[config.mk]
export PLATFORM = sky130hd
export DESIGN_NAME = midori_sbox_share_driver
export DESIGN_NICKNAME = d
export VERILOG_FILES = /design/src/rtl/midori_sbox_share_driver.sv
export SDC_FILE = /design/constraint.sdc
export NUM_CORES = 1
export LEC_CHECK = 0
export ABC_AREA = 0
export CAP_MARGIN = 20
export CORE_ASPECT_RATIO = 0.6
export CORE_UTILIZATION = 45
export DETAILED_ROUTE_END_ITERATION = 16
export GPL_TIMING_DRIVEN = 0
export PLACE_DENSITY = 0.83
export REMOVE_ABC_BUFFERS = 1
export SETUP_SLACK_MARGIN = 0.02
export SLEW_MARGIN = 10
export SYNTH_ARGS = -nofsm -noshare
export SYNTH_HDL_FRONTEND = slang
export SYNTH_SLANG_ARGS = --single-unit
[constraint.sdc]
create_clock -name clk -period 3.6 [get_ports clk]
set_input_delay 0.72 -clock clk [delete_from_list [all_inputs] [get_ports clk]]
set_output_delay 0.72 -clock clk [all_outputs]
set_load 0.01 [all_outputs]
[src/rtl/midori_sbox_share_driver.sv]
// rtl/midori_sbox_share_driver.sv - masks a 64-bit state into 3 shares, streams it through the shared Midori64 S-box and recombines the result.
// Optional OUTPUT_SHARES_EN exports the unrecombined output shares.
module midori_sbox_share_driver #(
  parameter int NIBBLES  = 16,
  parameter int SBOX_LAT = 1
) (
  input  logic                   clk,
  input  logic                   rst_n,
  input  logic                   start,
  input  logic [4*NIBBLES-1:0]   state_in,
  input  logic [7:0]             rnd,
  output logic [3:0]             sb_in1,
  output logic [3:0]             sb_in2,
  output logic [3:0]             sb_in3,
  input  logic [3:0]             sb_out1,
  input  logic [3:0]             sb_out2,
  input  logic [3:0]             sb_out3,
`ifdef OUTPUT_SHARES_EN
  output logic [4*NIBBLES-1:0]   state_out_sh1,
  output logic [4*NIBBLES-1:0]   state_out_sh2,
  output logic [4*NIBBLES-1:0]   state_out_sh3,
`endif
  output logic [4*NIBBLES-1:0]   state_out,
  output logic                   busy,
  output logic                   done
);

  localparam int W  = 4 * NIBBLES;
  localparam int CW = $clog2(NIBBLES) + 1;
  localparam logic [CW-1:0] LAST = CW'(NIBBLES - 1);

  typedef enum logic [1:0] {IDLE, RUN, FLUSH, DONE} state_t;

  state_t              st_q, st_d;
  logic [CW-1:0]       iss_q, iss_d;
  logic [CW-1:0]       col_q, col_d;
  logic [SBOX_LAT-1:0] vld_q, vld_d;
  logic [W-1:0]        hold_q, hold_d;
  logic [W-1:0]        state_out_q, state_out_d;
  logic                busy_q, busy_d;
  logic                done_q, done_d;
  logic                issue, collect;
  logic [3:0]          x_k;

`ifdef OUTPUT_SHARES_EN
  logic [W-1:0] sh1_q, sh1_d, sh2_q, sh2_d, sh3_q, sh3_d;
  logic [W-1:0] out_sh1_q, out_sh1_d, out_sh2_q, out_sh2_d, out_sh3_q, out_sh3_d;
`else
  logic [W-1:0] shadow_q, shadow_d;
`endif

  // Each nibble is masked with the rnd present in its own issue cycle.
  always_comb begin
    issue   = (st_q == RUN);
    collect = vld_q[SBOX_LAT-1];
    x_k     = hold_q[iss_q*4 +: 4];
    if (issue) begin
      sb_in1 = x_k ^ rnd[3:0] ^ rnd[7:4];
      sb_in2 = rnd[3:0];
      sb_in3 = rnd[7:4];
    end else begin
      sb_in1 = 4'h0;
      sb_in2 = 4'h0;
      sb_in3 = 4'h0;
    end
  end

  always_comb begin
    st_d        = st_q;
    iss_d       = iss_q;
    col_d       = col_q;
    hold_d      = hold_q;
    state_out_d = state_out_q;
    busy_d      = busy_q;
    done_d      = 1'b0;
    vld_d       = SBOX_LAT'({vld_q, issue});
`ifdef OUTPUT_SHARES_EN
    sh1_d     = sh1_q;
    sh2_d     = sh2_q;
    sh3_d     = sh3_q;
    out_sh1_d = out_sh1_q;
    out_sh2_d = out_sh2_q;
    out_sh3_d = out_sh3_q;
`else
    shadow_d  = shadow_q;
`endif

    if (collect) begin
`ifdef OUTPUT_SHARES_EN
      sh1_d[col_q*4 +: 4] = sb_out1;
      sh2_d[col_q*4 +: 4] = sb_out2;
      sh3_d[col_q*4 +: 4] = sb_out3;
`else
      shadow_d[col_q*4 +: 4] = sb_out1 ^ sb_out2 ^ sb_out3;
`endif
      col_d = col_q + 1'b1;
    end

    case (st_q)
      IDLE: begin
        if (start) begin
          hold_d = state_in;
          iss_d  = '0;
          col_d  = '0;
          busy_d = 1'b1;
          st_d   = RUN;
        end
      end
      RUN: begin
        iss_d = iss_q + 1'b1;
        if (iss_q == LAST) st_d = FLUSH;
      end
      FLUSH: begin
        if (collect && (col_q == LAST)) st_d = DONE;
      end
      DONE: begin
`ifdef OUTPUT_SHARES_EN
        out_sh1_d   = sh1_q;
        out_sh2_d   = sh2_q;
        out_sh3_d   = sh3_q;
        state_out_d = sh1_q ^ sh2_q ^ sh3_q;
`else
        state_out_d = shadow_q;
`endif
        done_d = 1'b1;
        busy_d = 1'b0;
        st_d   = IDLE;
      end
      default: st_d = IDLE;
    endcase
  end

  always_ff @(posedge clk) begin
    if (!rst_n) begin
      st_q        <= IDLE;
      iss_q       <= '0;
      col_q       <= '0;
      vld_q       <= '0;
      hold_q      <= '0;
      state_out_q <= '0;
      busy_q      <= 1'b0;
      done_q      <= 1'b0;
`ifdef OUTPUT_SHARES_EN
      sh1_q       <= '0;
      sh2_q       <= '0;
      sh3_q       <= '0;
      out_sh1_q   <= '0;
      out_sh2_q   <= '0;
      out_sh3_q   <= '0;
`else
      shadow_q    <= '0;
`endif
    end else begin
      st_q        <= st_d;
      iss_q       <= iss_d;
      col_q       <= col_d;
      vld_q       <= vld_d;
      hold_q      <= hold_d;
      state_out_q <= state_out_d;
      busy_q      <= busy_d;
      done_q      <= done_d;
`ifdef OUTPUT_SHARES_EN
      sh1_q       <= sh1_d;
      sh2_q       <= sh2_d;
      sh3_q       <= sh3_d;
      out_sh1_q   <= out_sh1_d;
      out_sh2_q   <= out_sh2_d;
      out_sh3_q   <= out_sh3_d;
`else
      shadow_q    <= shadow_d;
`endif
    end
  end

  assign state_out = state_out_q;
  assign busy      = busy_q;
  assign done      = done_q;
`ifdef OUTPUT_SHARES_EN
  assign state_out_sh1 = out_sh1_q;
  assign state_out_sh2 = out_sh2_q;
  assign state_out_sh3 = out_sh3_q;
`endif

endmodule
==> results of run 1 <==
==> state kept, by name, indices dropped and copies added, names as in the netlist, 2 cells and up <==
register / cells
shadow_q: 64
state_out: 64
hold_q: 64
col_q: 5
st_q: 2
iss_q: 5
==> per-layer routing <==
layer,up-vias,global-route usage [%],wire [um]
met5,-,0,0
met4,0,4.442,295
met3,27,4.207,1545
met2,263,30.91,8817
met1,3460,33.10,11100
li1,3724,-,-
==> synthesized netlist by cell type, types with 2 or more instances <==
master	n
dfxtp_1	207
nand2_1	153
a21oi_1	132
mux2i_1	103
nor2_1	94
nand3_1	65
o21ai_0	57
clkbuf_1	52
and2_1	17
buf_2	14
ha_1	10
xnor2_1	10
inv_1	9
nor2b_1	9
and3_1	8
buf_1	8
a22oi_1	7
nand4_1	6
o21a_1	6
buf_4	5
xor2_1	5
a31oi_1	4
nand2b_1	4
o21ai_1	4
o31ai_1	4
nor3_1	3
o2111ai_1	3
o211ai_1	2
o211ai_2	2
or2_2	2
==> per-stage QoR <==
step,instances,util (%),setup WS (ns),cell area [um2]
after floorplan,943,-,0.4346,8392
after global placement,1353,54.34,-0.6985,10340
after detailed placement,1360,55.19,0.05630,10500
after CTS,1395,58.83,0.03203,11200
after global routing,1396,58.93,0.08033,11210
final,1396,58.93,0.2130,11210
==> area by class of cell <==
| type | count | area (um2) | share of cell area, % |
|---|---|---|---|
| sequential | 207 | 4151 | 37.02 |
| multi-input combinational | 725 | 4232 | 37.73 |
| inverter | 11 | 51.30 | 0.4574 |
| clock buffer | 24 | 515.5 | 4.597 |
| clock inverter | 11 | 175.2 | 1.562 |
| timing repair buffer | 172 | 1782 | 15.89 |
| tap | 246 | 307.8 | 2.745 |
==> kinds of logic after synthesis <==
logic type,after synthesis,synth area share (%)
buffers and inverters,91,4.440
xor gates and xnor gates,15,1.504
and+or+nand+nor,367,18.39
AOI/OAI and AO/OA,230,15.00
adders and majority gates,10,1.432
muxes,103,11.80
DFF,207,47.44
==> power by group <==
group / switching, W / internal [W]
registers: 0.000124 / 0.00245
logic: 0.000767 / 0.000543
clock network: 0.000896 / 0.00132
==> worst max-delay path, cell delays in order (launching register included) <==
cell and delay, ns:
dfxtp_2 0.52, buf_8 0.24, mux2i_1 0.12, a21oi_1 0.15
nand4_1 0.24, a21oi_1 0.22, o21a_1 0.14, clkdlybuf4s50_1 0.54
==> what timing repair did <==
item | in CTS | in global routing
gates resized for setup | 1 | 5
hold buffers | 0 | 0
setup endpoints to repair | 1 | 62
cloned | 0 | 0
endpoints found under the hold margin | 0 | 0
==> path summary, 6_finish.rpt <==
| check | startpoint | end | slack [ns] | cells past startpoint |
|---|---|---|---|---|
| min | hold_q[24]$_SDFFE_PN0P_ | hold_q[24]$_SDFFE_PN0P_ | 0.45 | 2 |
| max | iss_q[0]$_SDFFE_PN0P_ | sb_in1[1] | 0.21 | 7 |
| min reg2reg | hold_q[24]$_SDFFE_PN0P_ | hold_q[24]$_SDFFE_PN0P_ | 0.45 | 2 |
| max reg2reg | col_q[0]$_SDFF_PN0_ | shadow_q[58]$_SDFFE_PN0P_ | 0.36 | 10 |
==> impl_metrics.py, run 1 <==
metrics = {
    "clock_tree": {
        "cts.sink_count": 207,
        "cts_max_level": 1,
        "cts_tree": "done",
        "clock_latency_ns": 0.50,
        "cts_buffers": 20,
        "cts_setup_buffers": 0,
        "clock_tree.buffer_depth": 3,
        "root_buffer": "clkbuf_16",
        "clkTransAtPathRegs_ns": 0.07,
    },
    "synthesis": {
        "yosys.area.top_type": "dfxtp_1",
        "ys_seq_area_share_pct": 47.44,
        "syn_inst": 1023,
        "async_flop_share_pct": 0,
        "synth_edf_count": 0,
        "netlist_area_um2": 8736,
        "ys_warn_count": 0,
        "synth_top_area_share_pct": 47.44,
        "avgSynthCellArea_um2": 8.539,
        "synthFlopType": "dfxtp_1",
        "synth_cell_type_count": 48,
        "synth_seq_cells": 207,
        "synthTopCellsByArea": "dfxtp_1, mux2i_1, a21oi_1, nand2_1, nor2_1",
    },
    "sta": {
        "max_freq_mhz": 295.2,
        "timing.final.max_slew_violations": 0,
        "clock_skew_ns": 0.02692,
        "relSlewSlack_pct": 24.92,
        "fin_setup_tns_ns": 0,
        "hold_viol": 0,
        "finalCritPeriodShare_pct": 94.08,
        "finalCriticalPeriod_ns": 3.387,
        "tightest_slew_ns": 1.118,
        "rsz0062_at_grt": "false",
        "finalSetupViolations": 0,
        "hold_slack_ns": 0.4524,
    },
    "grt": {
        "grt_pass1_vias": 6788,
        "grt_max_degree": 126,
        "grt_pass1_wl_um": 34750,
        "grt_antenna_before_repair": 0,
        "gr-total-overflow": 0,
        "globalRouteTotalUtil_pct": 21.60,
    },
    "die": {
        "core-area_um2": 19030,
        "die_h_um": 109.9,
        "start_util_pct": 45.90,
        "die_w_um": 181.9,
        "die_area_um2": 19990,
        "top_level_ports": 165,
        "num_rows": 39,
    },
    "job": {
        "maxCapViolations": 0,
    },
    "power_and_ir_drop": {
        "leakagePower_nw": 3.837,
        "finalPower_w": 0.006103,
        "ir_worst_vdd_uv": 306.2,
        "power_density_nw_per_um2": 544.2,
    },
    "routing": {
        "drtIter0Drc": 583,
        "wire_per_inst_um": 15.59,
        "num_vias": 7474,
        "drt-vias-per-instance": 5.354,
        "ant_nets": 0,
        "drc_errors": 0,
        "first_pass_iters": 7,
        "routed_wl_um": 21760,
    },
    "critical_path": {
        "critPathArrivalTime_ns": 2.67,
        "startpoint_type": "flip-flop",
        "worstPathRequired_ns": 2.88,
        "worstPathMaxFanout": 15,
        "path_class": "reg2out",
        "crit_path_end_kind": "primary output",
    },
    "hold_path": {
        "hp-class": "reg2reg",
    },
    "final_layout": {
        "antenna_cells": 0,
        "final.fill_count": 1629,
        "syn2layout_area_growth_pct": 28.37,
        "final_cell_mix": "dfxtp_1, clkdlybuf4s50_1, nand2_1, a21oi_1, mux2i_1",
        "final_common_cell": "dfxtp_1",
        "drive_above_1_share_pct": 5.391,
        "nets": 1234,
    },
    "place": {
        "io_buffers": 164,
        "gp_congestion": 0.8587,
        "hpwlAfterDp_um": 15110,
    },
    "run_status": {
        "outcome": "finished clean",
    },
}
(Power assumes the default switching activity.)
==> inputs of run 2 (changes only) <==
--- a/config.mk
+++ b/config.mk
@@ -6,12 +6,13 @@
 export NUM_CORES = 1
 export LEC_CHECK = 0
 export ABC_AREA = 0
-export CAP_MARGIN = 20
+export CAP_MARGIN = 30
 export CORE_ASPECT_RATIO = 0.6
-export CORE_UTILIZATION = 45
+export CORE_UTILIZATION = 51
+export CTS_BUF_LIST = sky130_fd_sc_hd__clkbuf_2
 export DETAILED_ROUTE_END_ITERATION = 16
 export GPL_TIMING_DRIVEN = 0
-export PLACE_DENSITY = 0.83
+export PLACE_DENSITY = 0.9
 export REMOVE_ABC_BUFFERS = 1
 export SETUP_SLACK_MARGIN = 0.02
 export SLEW_MARGIN = 10
==> impl_metrics.py, run 2 (same netlist as run 1, synthesis figures left out) <==
metrics = {
    "run_status": {
        "outcome": "finished clean",
    },
    "die": {
        "die_h_um": 103.4,
        "die_w_um": 171.0,
        "start_util_pct": 52.99,
        "die_area_um2": 17670,
        "num_rows": 36,
        "core-area_um2": 16490,
        "top_level_ports": 165,
    },
    "final_layout": {
        "fin_util_pct": 66.97,
        "final.fill_count": 1352,
        "nets": 1268,
        "syn2layout_area_growth_pct": 26.38,
        "fin_area_um2": 11040,
        "drive_above_1_share_pct": 9.492,
        "final_common_cell": "dfxtp_1",
        "final_cell_mix": "dfxtp_1, clkdlybuf4s50_1, nand2_1, a21oi_1, mux2i_1",
    },
    "sta": {
        "clock_skew_ns": 0.05564,
        "max_freq_mhz": 290.0,
        "finalCritPeriodShare_pct": 95.80,
        "hold_viol": 0,
        "tightest_slew_ns": 1.029,
        "hold_slack_ns": 0.4593,
        "finalSetupViolations": 0,
        "relSlewSlack_pct": 30.90,
        "timing.final.max_slew_violations": 0,
        "finalCriticalPeriod_ns": 3.449,
        "rsz0062_at_grt": "false",
        "worst_slack_ns": 0.1512,
    },
    "grt": {
        "globalRoute.busiestLayer": "met2",
        "gr-usage-met2_pct": 36.62,
        "grt_pass1_wl_um": 34810,
        "use_met1_pct": 36.07,
        "grt_pass1_vias": 7143,
        "globalRouteTotalUtil_pct": 24.73,
        "gr-total-overflow": 0,
        "grt_max_degree": 152,
        "grt_use_met3_pct": 5.746,
        "grt_antenna_before_repair": 1,
    },
    "routing": {
        "first_pass_iters": 5,
        "drc_errors": 0,
        "drtIter0Drc": 505,
        "num_vias": 7861,
        "drt-vias-per-instance": 5.497,
        "wire_per_inst_um": 15.67,
        "routed_wl_um": 22410,
        "ant_nets": 0,
    },
    "power_and_ir_drop": {
        "power_density_nw_per_um2": 493.8,
        "finalPower_w": 0.005452,
        "ir_worst_vdd_uv": 230.0,
        "leakagePower_nw": 3.881,
    },
    "place": {
        "pre_cts_ws_ns": 0.1459,
        "io_buffers": 164,
        "gp_congestion": 0.8404,
        "hpwlAfterDp_um": 15400,
        "postPlaceCellArea_um2": 10470,
    },
    "critical_path": {
        "crit_path_end_kind": "primary output",
        "startpoint_type": "flip-flop",
        "worstPathMaxFanout": 15,
        "path_class": "reg2out",
        "worstPathRequired_ns": 2.88,
        "critPathArrivalTime_ns": 2.73,
    },
    "hold_path": {
        "hp-class": "reg2reg",
    },
    "clock_tree": {
        "clock_latency_ns": 0.73,
        "cts_max_level": 2,
        "cts.hold.buffers_added": 0,
        "root_buffer": "clkbuf_2",
        "clkTransAtPathRegs_ns": 0.12,
        "cts_buffers": 45,
        "clock_tree.buffer_depth": 3,
        "cts.sink_count": 207,
        "cts_tree": "done",
    },
    "job": {
        "maxCapViolations": 0,
    },
}
-- run 2: changes by cell type in the layout (fill, tap and decap cells not counted), moves of 2 or more --
cell        delta
clkbuf_2      +63
clkbuf_16     -20
clkinv_1       +8
buf_4          +5
clkbuf_1       -4
buf_12         +3
bufinv_16      -2
clkinvlp_4     -2
dfxtp_2        -2
dfxtp_4        +2
mux2i_1        -2
mux2i_2        +2
-- run 2: critical path, stage by stage (launching register included) --
cell	delay, ns
dfxtp_4	0.40
buf_8	0.19
mux2i_1	0.29
a31oi_1	0.13
nand3_1	0.17
and3_1	0.18
o21a_1	0.11
clkdlybuf4s50_1	0.54
-- run 2: final cells by class --
type	count	area (um2)	share of cell area, %
clock inverters	14	108.9	0.9859
inverters	11	51.30	0.4646
multi-input cells	725	4250	38.50
clock buffers	63	315.3	2.856
flip-flops and latches	207	4156	37.65
repair buffers	181	1871	16.94
well taps	228	285.3	2.584
diodes	1	2.502	0.02267
-- run 2: metrics by stage --
step | TNS, ns | std cells
floorplan | 0 | 943
global placement | -80.57 | 1335
detailed placement | 0 | 1341
CTS | 0 | 1419
global route | 0 | 1430
finish | 0 | 1430
-- run 2: what timing repair did --
action	in CTS	in global routing
resized for setup	5	7
setup endpoints to repair	4	64
buffers inserted	1	9
-- run 2: routing by layer --
layer	wire length, um	up-vias
met4	240	0
met3	1699	31
li1	-	3819
met1	11220	3703
met2	9255	308
met5	0	-
-- run 2: power breakdown --
| part | switching [W] | internal, W |
|---|---|---|
| combinational | 0.000808 | 0.000578 |
| sequential | 0.000115 | 0.00245 |
| clock | 0.000886 | 0.000613 |
| total | 0.00181 | 0.00364 |
-- run 2: final timing paths --
path | start | end | slack (ns) | cells after the start
setup / recovery | iss_q[1]$_SDFFE_PN0P_ | sb_in1[1] | 0.15 | 7
setup reg to reg | col_q[0]$_SDFF_PN0_ | shadow_q[45]$_SDFFE_PN0P_ | 0.39 | 10
hold / removal | hold_q[11]$_SDFFE_PN0P_ | hold_q[11]$_SDFFE_PN0P_ | 0.46 | 2
hold reg to reg | hold_q[11]$_SDFFE_PN0P_ | hold_q[11]$_SDFFE_PN0P_ | 0.46 | 2
